===== config.mk =====
export PLATFORM = sky130hd
export DESIGN_NAME = rdcntrl_gen
export DESIGN_NICKNAME = d
export VERILOG_FILES = /design/src/rtl/rdcntrl_gen.sv
export SDC_FILE = /design/constraint.sdc
export NUM_CORES = 1
export LEC_CHECK = 0
export BUFFER_PORTS_ARGS = -buffer_cell sky130_fd_sc_hd__buf_2
export CORE_MARGIN = 5
export CORE_UTILIZATION = 60
export CTS_CLUSTER_SIZE = 10
export DETAILED_ROUTE_END_ITERATION = 6
export PLACE_DENSITY = 0.79
export SLEW_MARGIN = 20
export SYNTH_ARGS = -nofsm -noshare
export SYNTH_HDL_FRONTEND = slang
export SYNTH_SLANG_ARGS = --single-unit

===== constraint.sdc =====
create_clock -name CLK -period 6.9 [get_ports CLK]
set_clock_uncertainty 0.1 [all_clocks]
set_input_delay 0.69 -clock CLK [delete_from_list [all_inputs] [get_ports CLK]]
set_output_delay 0.69 -clock CLK [all_outputs]
set_load 0.05 [all_outputs]

===== src/rtl/rdcntrl_gen.sv =====
// rdcntrl_gen: SCA readout controller; tags blocks, queues matched descriptors
// Ports: CLK/RST(async hi); tag in: ENBL50 BLK_END BLKIN MATCH NO_MATCH GMATCH L1A;
//   rd out: RD_VLD/RD_RDY RD_BLK RD_L1POS RD_L1AN RD_PHASE RD_SCND;
//   free out: FREE_VLD FREE_BLK; status: FULL EMPTY OVF_CNT.
//   Macro RDC_ALIGN_DLY_EN adds DLY[3:0] input delay on MATCH/NO_MATCH/GMATCH.
module rdcntrl_gen #(
  parameter int NBLK_W = 4,
  parameter int NPOS   = 8,
  parameter int DEPTH  = 4,
  parameter int L1AN_W = 6,
  parameter int OVF_W  = 8
) (
  input  logic              CLK,
  input  logic              RST,
  input  logic              ENBL50,
  input  logic              BLK_END,
  input  logic [NBLK_W-1:0] BLKIN,
  input  logic              MATCH,
  input  logic              NO_MATCH,
  input  logic              GMATCH,
  input  logic              L1A,
`ifdef RDC_ALIGN_DLY_EN
  input  logic [3:0]        DLY,
`endif
  input  logic              RD_RDY,
  output logic              RD_VLD,
  output logic [NBLK_W-1:0] RD_BLK,
  output logic [NPOS-1:0]   RD_L1POS,
  output logic [L1AN_W-1:0] RD_L1AN,
  output logic              RD_PHASE,
  output logic              RD_SCND,
  output logic              FREE_VLD,
  output logic [NBLK_W-1:0] FREE_BLK,
  output logic              FULL,
  output logic              EMPTY,
  output logic [OVF_W-1:0]  OVF_CNT
);

  localparam int AW = $clog2(DEPTH);
  localparam int DW = NBLK_W + NPOS + L1AN_W + 2;

  localparam logic [1:0] S_IDLE  = 2'd0;
  localparam logic [1:0] S_LOAD  = 2'd1;
  localparam logic [1:0] S_VALID = 2'd2;

  logic match_d, nomatch_d, gmatch_d;

`ifdef RDC_ALIGN_DLY_EN
  // Plain shift lines, no reset, tap DLY gives DLY+1 cycles.
  logic [15:0] srl_m, srl_nm, srl_gm;

  always_ff @(posedge CLK) begin
    srl_m  <= {srl_m[14:0], MATCH};
    srl_nm <= {srl_nm[14:0], NO_MATCH};
    srl_gm <= {srl_gm[14:0], GMATCH};
  end

  assign match_d   = srl_m[DLY];
  assign nomatch_d = srl_nm[DLY];
  assign gmatch_d  = srl_gm[DLY];
`else
  assign match_d   = MATCH;
  assign nomatch_d = NO_MATCH;
  assign gmatch_d  = GMATCH;
`endif

  logic              f1, l1, f2, g, got;
  logic [NPOS-1:0]   map;
  logic [L1AN_W-1:0] l1a_cnt, l1an_lat;
  logic              phase_lat;
  logic [1:0]        state;
  logic [AW:0]       wptr, rptr;
  logic [DW-1:0]     mem [DEPTH];

  logic              f1_eff, l1_eff, first_g;
  logic [L1AN_W-1:0] cnt_post, l1an_eff;
  logic              phase_eff;
  logic [NPOS-1:0]   map_eff;
  logic              push, pop, drop, wr, rel;
  logic [AW:0]       wptr_n, rptr_n;
  logic [DW-1:0]     desc;

  assign f1_eff    = f1 | match_d;
  assign l1_eff    = l1 | nomatch_d;
  assign cnt_post  = L1A ? l1a_cnt + L1AN_W'(1) : l1a_cnt;
  assign first_g   = gmatch_d & ~got;
  assign l1an_eff  = first_g ? cnt_post : l1an_lat;
  assign phase_eff = first_g ? ENBL50 : phase_lat;
  assign map_eff   = ENBL50 ? {g | gmatch_d, map[NPOS-1:1]} : map;

  assign push = BLK_END & f1_eff;
  assign pop  = (state == S_LOAD);
  // A full FIFO still takes the push if the head leaves this cycle.
  assign drop = push & FULL & ~pop;
  assign wr   = push & ~drop;
  assign rel  = BLK_END & ((l1_eff & ~f1_eff) | drop);

  assign wptr_n = wptr + (AW+1)'(wr);
  assign rptr_n = rptr + (AW+1)'(pop);
  assign desc   = {BLKIN, map_eff, l1an_eff, phase_eff, f2};

  always_ff @(posedge CLK or posedge RST) begin
    if (RST) begin
      f1        <= 1'b0;
      l1        <= 1'b0;
      f2        <= 1'b0;
      g         <= 1'b0;
      got       <= 1'b0;
      map       <= '0;
      l1a_cnt   <= '0;
      l1an_lat  <= '0;
      phase_lat <= 1'b0;
    end else begin
      f1  <= match_d | (f1 & ~BLK_END);
      l1  <= nomatch_d | (l1 & ~BLK_END);
      g   <= gmatch_d | (g & ~ENBL50);
      got <= BLK_END ? 1'b0 : (got | gmatch_d);
      if (BLK_END) f2 <= f1_eff;
      if (BLK_END) map <= '0;
      else if (ENBL50) map <= map_eff;
      if (L1A) l1a_cnt <= cnt_post;
      if (first_g) begin
        l1an_lat  <= cnt_post;
        phase_lat <= ENBL50;
      end
    end
  end

  always_ff @(posedge CLK) begin
    if (wr) mem[wptr[AW-1:0]] <= desc;
  end

  always_ff @(posedge CLK or posedge RST) begin
    if (RST) begin
      wptr     <= '0;
      rptr     <= '0;
      EMPTY    <= 1'b1;
      FULL     <= 1'b0;
      OVF_CNT  <= '0;
      FREE_VLD <= 1'b0;
      FREE_BLK <= '0;
    end else begin
      wptr     <= wptr_n;
      rptr     <= rptr_n;
      EMPTY    <= (wptr_n == rptr_n);
      FULL     <= (wptr_n[AW] != rptr_n[AW]) &&
                  (wptr_n[AW-1:0] == rptr_n[AW-1:0]);
      FREE_VLD <= rel;
      if (rel) FREE_BLK <= BLKIN;
      if (drop && (OVF_CNT != '1)) OVF_CNT <= OVF_CNT + OVF_W'(1);
    end
  end

  always_ff @(posedge CLK or posedge RST) begin
    if (RST) begin
      state    <= S_IDLE;
      RD_BLK   <= '0;
      RD_L1POS <= '0;
      RD_L1AN  <= '0;
      RD_PHASE <= 1'b0;
      RD_SCND  <= 1'b0;
    end else begin
      unique case (state)
        S_IDLE:  if (!EMPTY) state <= S_LOAD;
        S_LOAD:  state <= S_VALID;
        S_VALID: if (RD_RDY) state <= EMPTY ? S_IDLE : S_LOAD;
        default: state <= S_IDLE;
      endcase
      if (pop)
        {RD_BLK, RD_L1POS, RD_L1AN, RD_PHASE, RD_SCND} <= mem[rptr[AW-1:0]];
    end
  end

  assign RD_VLD = (state == S_VALID);

endmodule

==> metrics.yaml <==
status:
  outcome: "complete, no violations"
drt:
  vias: 3061
  wl_per_cell_um: 18.9
  dr.pass1.iters: 4
  ant_nets: 0
  drc: 0
  wl_um: 10600
  drt_iter0_drc: 172
  viasPerCell: 5.47
placement:
  place_hpwl_um: 6300
  placed_cells: 528
  placed_area_um2: 6110
  portBuffers: 48
  gp_congestion: 0.756
cells_and_area:
  finalInstanceArea_um2: 6730
  antenna_cells: 0
  syn_to_final_growth_pct: 17.7
  fillCellCount: 579
  final_cells: 560
  drive_above_1_share: 0.306
  nets: 437
logic_synthesis:
  netlist_instances: 357
  yosys.cell_types.count: 31
  syn_nets: 376
  syn_area_per_cell_um2: 16.0
  seq_area_frac_synth: 0.723
  yosysWarnings: 0
  synth.ff_latch_count: 149
  yosys.area.top_type: "edfxtp_1"
  synth_area_um2: 5710
  synth_top_area_frac: 0.420
  netlist_top_cells_area: "edfxtp_1 42%, dfrtp_1 30%, mux4_2 7.9%"
setup_path:
  endpoint_kind: "flip-flop"
  cp_data_arrival_time_ps: 2570
  path_class: "flip-flop to flip-flop"
  path_max_fanout: 24
  worstSetupStartpointType: "flip-flop"
  worstPathRequired_ps: 6930
clocking:
  clk_pin_slew_worst_paths_ps: 70
  ctsResizeCount: 0
  cts-root-buf: "clkbuf_8"
  clockBufferDepth: 2
  cts_tree: "done"
  cts_made_buffers: 17
  insertion_delay_ps: 520
  cts_hold_buf: 0
  clkSinkCount: 149
  htreeDepth: 4
  post-cts-setup-buffers: 0
global_routing:
  grt_usage: 0.202
  grt_first_pass_wirelength_um: 17200
  grt_start_max_net_pins: 70
  grt_overflow: 0
  grt_pass1_vias: 3252
  grt_antenna_before_repair: 0
sta:
  setup_tns_ps: 0
  setup-violations-final: 0
  worst_pin_slew_ps: 1030
  finalCriticalPeriod_ps: 2540
  rsz0062_at_grt: "false"
  fmax_mhz: 394
  finalHoldViolations: 0
  fin_crit_sh: 0.368
  slew_headroom: 0.314
  drv_slew: 0
floorplanning:
  start_util: 0.615
  die-area_um2: 11600
  die_h_um: 108
  boundaryPins: 49
  die_w_um: 108
  coreArea_um2: 9280
  rows: 35
power_and_ir_drop:
  p_comb_frac: 0.306
  leakagePower_nw: 2.80
  seqPwrFrac: 0.409
  p_sw_frac: 0.356
  powerDensity_nw_per_um2: 492
  clockPowerShare: 0.284
  finalPower_w: 0.00331
  vdd_ir_drop_max_uv: 236
  intPower_w: 0.00213
  switching_power_w: 0.00118
worst_hold_path:
  min_path_type: "primary input to flip-flop"
job:
  maxCapViolCount: 0
## sequential cells by signal, summed over array words and instances, names as in the netlist, 4 cells and up
register and cells:
mem 80, OVF_CNT 8, RD_L1POS 8, map 8
RD_L1AN 6, l1a_cnt 6, l1an_lat 6, FREE_BLK 4
RD_BLK 4
## critical path, cell delays in order (launching register included)
cell,delay (ps)
dfrtp_1,390
nand2b_1,140
buf_4,230
a21oi_1,380
and3_1,900
## cells in the final DEF (no fill, tap or decap), types with 5 or more instances in the layout
master | Yosys | layout
buf_2 | 3 | 48
edfxtp_1 | 80 | 80
clkbuf_16 | 0 | 17
and2_1 | 8 | 8
xnor2_1 | 8 | 8
buf_4 | 1 | 6
inv_1 | 6 | 5
ha_1 | 6 | 6
mux4_2 | 20 | 20
nand2_1 | 73 | 73
nor2_1 | 12 | 12
dfrtp_1 | 68 | 68
mux2_2 | 21 | 21
## path summary, 6_finish.rpt
| check | slack (ps) | end | from | depth (start not counted) |
|---|---|---|---|---|
| hold reg to reg | 370 | l1a_cnt[5] | l1a_cnt[5] | 1 |
| max in group asynchronous | 5810 | RD_L1POS[3] | RST | 3 |
| hold / removal | 300 | got | BLK_END | 2 |
| setup / recovery | 4360 | mem[3][19] | state[1] | 4 |
| setup reg to reg | 4360 | mem[3][19] | state[1] | 4 |
| min in group asynchronous | 330 | state[1] | RST | 3 |
## stage by stage
step,util,setup slack [ps],hold WS [ps]
finish,0.725,4360,298
global route,0.725,4220,275
CTS,0.725,4340,269
detailed placement,0.658,4190,349
global placement,0.658,4220,347
floorplan,-,3730,333
## per-layer routing
layer | track usage | up-vias | part of all wire
met2 | 0.338 | 80 | 0.52
met3 | 0.0558 | 6 | 0.044
met5 | 0 | - | 0
met1 | 0.263 | 1570 | 0.43
met4 | 0.0532 | 0 | 0.0070
li1 | - | 1405 | -
## cell type report
type                    count  area, um2  share of cell area
clock buffers              19        443              0.0658
clock inverters            13        171              0.0255
inverters                   7       28.8             0.00428
multi-input cells         189       1510               0.224
flip-flops and latches    149       4130               0.614
well taps                 129        161              0.0240
repair buffers             54        285              0.0424
## cells by family (layout without fill, tap and decap cells)
family | after synthesis | count (layout) | share of synthesized area
DFF | 149 | 149 | 0.723
and+or+nand+nor | 116 | 116 | 0.0946
AOI/OAI and AO/OA | 11 | 11 | 0.0109
adders and majority gates | 6 | 6 | 0.0131
xor gates and xnor gates | 12 | 12 | 0.0184
buffers and inverters | 19 | 93 | 0.0142
muxes | 44 | 44 | 0.126
## power groups by stage
stage          logic, W  clock network [W]  registers, W
4_1_cts         0.00103           0.000953       0.00136
6_report        0.00101           0.000941       0.00135
3_3_place_gp   0.000991                  0       0.00135
5_1_grt         0.00110           0.000998       0.00138
3_5_place_dp    0.00101                  0       0.00137
2_1_floorplan  0.000524                  0       0.00160
## cell usage after synthesis
library cell / number
buf_4: 1
a21oi_1: 4
mux2_2: 21
xnor2_1: 8
dfrtp_1: 68
o21ai_0: 4
or2b_1: 1
nor3_4: 2
nand4bb_1: 1
nor4_1: 1
nand2b_1: 4
a21o_1: 3
inv_1: 6
nand2_1: 73
dfstp_2: 1
mux4_2: 20
clkbuf_1: 8
inv_4: 1
nor2b_1: 2
buf_2: 3
mux2i_1: 1
and2_1: 8
nand3_1: 2
edfxtp_1: 80
and3_1: 3
nor3b_1: 3
ha_1: 6
nand4_1: 4
xor2_1: 4
nor2_1: 12
mux2_1: 2
No activity file was read; power rests on OpenSTA's default activity.
